File: src/rtl/lcd_bus_scheduler.sv
// Round-robin owner of the HD44780 character-LCD bus; sequences each byte through setup/enable timing.
// Define LCD_INIT_SEQ_EN to issue the power-on command sequence (0x38,0x0C,0x01,0x06) before serving requesters.
module lcd_bus_scheduler #(
    parameter int EN_HIGH_CYCLES = 500,
    parameter int EN_LOW_CYCLES  = 500,
    parameter int CLEAR_CYCLES   = 2000
) (
    input  logic       clk_1MHz,
    input  logic       rst,
    input  logic       req0_valid,
    input  logic       req0_rs,
    input  logic [7:0] req0_data,
    output logic       req0_ready,
    input  logic       req1_valid,
    input  logic       req1_rs,
    input  logic [7:0] req1_data,
    output logic       req1_ready,
    output logic       lcd_rs,
    output logic       lcd_rw,
    output logic       lcd_en,
    output logic [7:0] lcd_data,
    output logic       busy,
    output logic       grant_id
);

    localparam int MAX_HL     = (EN_HIGH_CYCLES > EN_LOW_CYCLES) ? EN_HIGH_CYCLES : EN_LOW_CYCLES;
    localparam int MAX_CYCLES = (MAX_HL > CLEAR_CYCLES) ? MAX_HL : CLEAR_CYCLES;
    localparam int CW         = $clog2(MAX_CYCLES) + 1;

    localparam logic [CW-1:0] HI_LAST  = CW'(EN_HIGH_CYCLES - 1);
    localparam logic [CW-1:0] LO_LAST  = CW'(EN_LOW_CYCLES - 1);
    localparam logic [CW-1:0] CLR_LAST = CW'(CLEAR_CYCLES - 1);

    typedef enum logic [2:0] {
        IDLE,
        SETUP,
        EN_HI,
        EN_LO
`ifdef LCD_INIT_SEQ_EN
        ,
        INIT
`endif
    } state_t;

    state_t        state;
    logic [CW-1:0] cnt;
    logic          last_grant;
    logic          grant0;
    logic          grant1;
    logic          long_low;
    logic [CW-1:0] lo_last;

    // On a tie the requester that did not win last time gets the bus.
    assign grant0     = req0_valid && (!req1_valid || last_grant);
    assign grant1     = req1_valid && (!req0_valid || !last_grant);
    assign req0_ready = (state == IDLE) && grant0;
    assign req1_ready = (state == IDLE) && grant1;
    assign busy       = (state != IDLE);
    assign lcd_rw     = 1'b0;

    // Clear-display and return-home need the long settle time after the strobe.
    assign long_low = !lcd_rs && ((lcd_data == 8'h01) || (lcd_data == 8'h02));
    assign lo_last  = long_low ? CLR_LAST : LO_LAST;

`ifdef LCD_INIT_SEQ_EN
    logic [1:0] init_idx;
    logic       init_active;
    logic [7:0] init_cmd;

    always_comb begin
        case (init_idx)
            2'd0:    init_cmd = 8'h38;
            2'd1:    init_cmd = 8'h0C;
            2'd2:    init_cmd = 8'h01;
            default: init_cmd = 8'h06;
        endcase
    end
`endif

    always_ff @(posedge clk_1MHz) begin
        if (rst) begin
`ifdef LCD_INIT_SEQ_EN
            state       <= INIT;
            init_idx    <= 2'd0;
            init_active <= 1'b1;
`else
            state       <= IDLE;
`endif
            cnt         <= '0;
            last_grant  <= 1'b1;
            grant_id    <= 1'b0;
            lcd_rs      <= 1'b0;
            lcd_en      <= 1'b0;
            lcd_data    <= 8'h00;
        end else begin
            case (state)
                IDLE: begin
                    if (grant0 || grant1) begin
                        lcd_rs     <= grant0 ? req0_rs : req1_rs;
                        lcd_data   <= grant0 ? req0_data : req1_data;
                        grant_id   <= grant1;
                        last_grant <= grant1;
                        state      <= SETUP;
                    end
                end
                SETUP: begin
                    lcd_en <= 1'b1;
                    cnt    <= '0;
                    state  <= EN_HI;
                end
                EN_HI: begin
                    if (cnt == HI_LAST) begin
                        lcd_en <= 1'b0;
                        cnt    <= '0;
                        state  <= EN_LO;
                    end else begin
                        cnt <= cnt + CW'(1);
                    end
                end
                EN_LO: begin
                    if (cnt == lo_last) begin
                        cnt <= '0;
`ifdef LCD_INIT_SEQ_EN
                        if (init_active && (init_idx != 2'd3)) begin
                            init_idx <= init_idx + 2'd1;
                            state    <= INIT;
                        end else begin
                            init_active <= 1'b0;
                            state       <= IDLE;
                        end
`else
                        state <= IDLE;
`endif
                    end else begin
                        cnt <= cnt + CW'(1);
                    end
                end
`ifdef LCD_INIT_SEQ_EN
                INIT: begin
                    lcd_rs   <= 1'b0;
                    lcd_data <= init_cmd;
                    state    <= SETUP;
                end
`endif
                default: state <= IDLE;
            endcase
        end
    end

endmodule
File: config.mk
export PLATFORM = sky130hd
export DESIGN_NAME = lcd_bus_scheduler
export DESIGN_NICKNAME = d
export VERILOG_FILES = /design/src/rtl/lcd_bus_scheduler.sv
export SDC_FILE = /design/constraint.sdc
export NUM_CORES = 1
export LEC_CHECK = 0
export BUFFER_PORTS_ARGS = -buffer_cell sky130_fd_sc_hd__buf_4
export CORE_MARGIN = 2
export CORE_UTILIZATION = 30
export DETAILED_ROUTE_END_ITERATION = 7
export SETUP_SLACK_MARGIN = 0.15
export SYNTH_ARGS = -nofsm -noshare
export SYNTH_HDL_FRONTEND = slang
export SYNTH_SLANG_ARGS = --single-unit
File: constraint.sdc
create_clock -name clk_1MHz -period 2.73 [get_ports clk_1MHz]
set_clock_uncertainty 0.1 [all_clocks]
set_input_delay 0.1365 -clock clk_1MHz [delete_from_list [all_inputs] [get_ports clk_1MHz]]
set_output_delay 0.1365 -clock clk_1MHz [all_outputs]
set_load 0.05 [all_outputs]
==> results.yml <==
clock_tree:
  cts.root.buffer_cell: "sky130_fd_sc_hd__clkbuf_8"
  clock_insertion_delay_worst_skew_ps: 280
  tritoncts_clock_tree: "yes"
  cts_buffers: 3
  ctsResizeCount: 0
  number_of_h_tree_levels: 1
  cts.hold.buffers_added: 0
  clkTransAtPathRegs_ps: 90
  buffers_inserted_during_post_cts_setup_optimization: 0
  cts_sink_count: 26
  cts.path.max_buffers: 2
pwr:
  leakagePower_nw: 0.731
  power.switching_w: 0.000845
  max_rail_drop_vdd_uv: 750
  sequentialPowerShare_pct: 28.7
  power-per-cell-area_nw_per_um2: 1030
  internal_power_w: 0.00101
  final_total_pwr_w: 0.00185
  part_of_the_total_power_dissipated_in_combinational_logic_pct: 53.8
  share_clk_of_total_power_pct: 17.5
  sw_frac_of_total_pct: 45.7
timing:
  drv_slew: 0
  final-hold-violation-count: 0
  period_minus_slack_ps: 2340
  final_min_period_over_clock_period_pct: 85.7
  setup_violations: 0
  max_freq_ghz: 0.427
  worst_slew_pin_slew_ps: 565
  rsz0062_at_grt: "false"
  timing.max_slew.rel_slack_pct: 62.3
  timing.setup.tns_ps: 0
logic_synthesis:
  post_synth.cell_area_avg_um2: 8.74
  synth_top_area_share_pct: 36.3
  synth.most_common_cell: "sky130_fd_sc_hd__dfxtp_1"
  synthTopCellsByCount: "26 x sky130_fd_sc_hd__dfxtp_1, 18 x sky130_fd_sc_hd__nor2_1, 10 x sky130_fd_sc_hd__a211oi_1, 10 x sky130_fd_sc_hd__mux2i_1, 10 x sky130_fd_sc_hd__nand2_1"
  netlist-cell-type-count: 50
  synth-async-reset-ratio_pct: 0
  netlist_instances: 164
  post_synthesis_cell_type_with_the_largest_combined_area: "sky130_fd_sc_hd__dfxtp_1"
  yosysSeqAreaShare_pct: 36.3
  post_synth_edffs: 0
  postSynthRegisterBits: 26
  ys_top_cells_by_area: "sky130_fd_sc_hd__dfxtp_1 36%, sky130_fd_sc_hd__mux2i_1 7.0%, sky130_fd_sc_hd__a211oi_1 5.2%"
  synthesis.nets: 192
  syn_area_um2: 1430
  yosysWarningCount: 0
  synth_flop_cell: "sky130_fd_sc_hd__dfxtp_1"
die:
  die_area_um2: 5350
  dieWidth_um: 73.1
  placementRows: 25
  io_pins: 37
  core-area_um2: 4660
  initial_core_utilization_pct: 30.8
  die_height_um: 73.1
setup_path:
  critical_path_cell_by_cell: "nand2_2 -> or4_1 -> mux2_2 -> a221oi_4 -> buf_4 -> nor2_1 -> a32o_1"
  worst_setup_path_start_kind: "flop"
  crit_required_ps: 2810
  worstSetupPathType: "flop to flop"
  r2r.worst_path.cells: 7
  path_max_fanout: 8
  slowest_delay_ps: 470
  worst_path_max_delay_cell: "sky130_fd_sc_hd__or4_1"
  endpoint_kind: "flop"
  critPathArrivalTime_ps: 2420
hold_path:
  hold-path-cell-count: 3
  min_path_type: "input pin to flop"
detailed_routing:
  number_of_remaining_drc_errors: 0
  ant_nets: 0
  initialDrtViolationCount: 59
  post_drt_via_cell_ratio: 5.03
  route.vias.total: 1248
  routed_wl_mm: 3.08
  route.detailed.wl_per_inst_um: 12.4
  drtPass1Iterations: 4
global_routing:
  grt_antenna_before_repair: 0
  gr-usage-all-layers_pct: 11.7
  via_count_of_the_first_global_routing_pass: 1095
  globalRouteOverflowTotal: 0
  maximum_number_of_pins_on_one_net_before_global_route_repair: 31
  grt_first_pass_wirelength_mm: 4.90
cells_and_area:
  antenna_cells: 0
  area_growth_pct: 25.3
  fin_nets: 223
  drive_above_1_share_pct: 26.3
  finalInstanceArea_um2: 1800
placed_design:
  gpl.final_weighted_congestion: 0.770
  numPortBuffers: 35
  dpl_cell_area_um2: 1730
  place_hpwl_mm: 2.26
status:
  status: "complete, no violations"
run:
  max_cap_violations: 0
[state kept, by name (all words and copies together), names as in the netlist]
name	count
cnt	12
lcd_rs	1
lcd_data	8
grant_id	1
last_grant	1
state	2
lcd_en	1
[critical path, delay by kind of cell, from the launching register on]
family,cells,cell delay (ps)
muxes,1,300
AOI/OAI and AO/OA,2,580
and+or+nand+nor,3,610
DFF,1,430
buffers and inverters,1,230
[cell families (layout without fill, tap and decap cells)]
kind of cell    count (synthesis)  count (layout)  synth area share (%)
compound gates                 33              33                  18.7
other cells                     1               1                 0.262
fa+ha+maj                       6               6                  5.24
buf+inv                        19              49                  5.85
xor+xnor                        5               5                  3.05
simple gates                   63              63                  22.9
mux                            11              11                  7.77
flops                          26              26                  36.3
[power groups by stage]
stage               logic, W  registers [W]  clock network (W)
CTS                  0.00101       0.000531           0.000334
global placement     0.00101       0.000537                  0
finish              0.000997       0.000531           0.000324
global route         0.00107       0.000544           0.000351
detailed placement   0.00101       0.000538                  0
floorplan           0.000586       0.000718                  0
[path summary, 6_finish.rpt]
check             slack [ps]                    start                  endpoint
setup / recovery         390      cnt[9]$_SDFFE_PP0P_       cnt[2]$_SDFFE_PP0P_
setup reg to reg         390      cnt[9]$_SDFFE_PP0P_       cnt[2]$_SDFFE_PP0P_
hold / removal           100             req0_data[2]  lcd_data[2]$_SDFFE_PP0P_
hold reg to reg          400  last_grant$_SDFFE_PP1P_   last_grant$_SDFFE_PP1P_
[metal layers]
| metal | routed length, µm | share of wire (%) | vias to the layer above | global-route usage (%) |
|---|---|---|---|---|
| met5 | 0 | 0 | - | 0 |
| met4 | 46 | 1.5 | 0 | 4.32 |
| met3 | 190 | 6.2 | 5 | 3.04 |
| met2 | 1330 | 43 | 42 | 19.0 |
| met1 | 1510 | 49 | 550 | 14.9 |
| li1 | - | - | 651 | - |
[area by class of cell]
class,count,area (µm²)
clock inverter,1,30.0
fill,476,2860
tap,54,67.6
inverter,8,30.0
sequential,26,520
multi-input combinational,119,830
timing repair buffer,37,278
clock buffer,3,41.3
[cell usage in the layout (no fill, tap or decap), types with 2 or more instances in the layout]
cell	count
sky130_fd_sc_hd__buf_4	37
sky130_fd_sc_hd__dfxtp_1	26
sky130_fd_sc_hd__nor2_1	18
sky130_fd_sc_hd__a211oi_1	10
sky130_fd_sc_hd__mux2i_1	10
sky130_fd_sc_hd__nand2_1	10
sky130_fd_sc_hd__inv_1	8
sky130_fd_sc_hd__nor3_1	7
sky130_fd_sc_hd__nand3_1	7
sky130_fd_sc_hd__a21oi_1	6
sky130_fd_sc_hd__ha_1	6
sky130_fd_sc_hd__xor2_1	4
sky130_fd_sc_hd__or4_1	3
sky130_fd_sc_hd__and3_1	3
sky130_fd_sc_hd__clkbuf_8	3
sky130_fd_sc_hd__o21a_1	2
sky130_fd_sc_hd__nand3b_1	2
sky130_fd_sc_hd__nand4b_1	2
[stage by stage]
stage          instances  hold slack, ps  util (%)  worst slack, ps
2_1_floorplan        164             271         -              223
3_3_place_gp         244             379      37.0              471
3_5_place_dp         244             380      37.0              415
4_1_cts              248            90.9      38.6              403
5_1_grt              248            94.6      38.6              283
6_report             248            95.5      38.6              391
(Power assumes the default switching activity.)
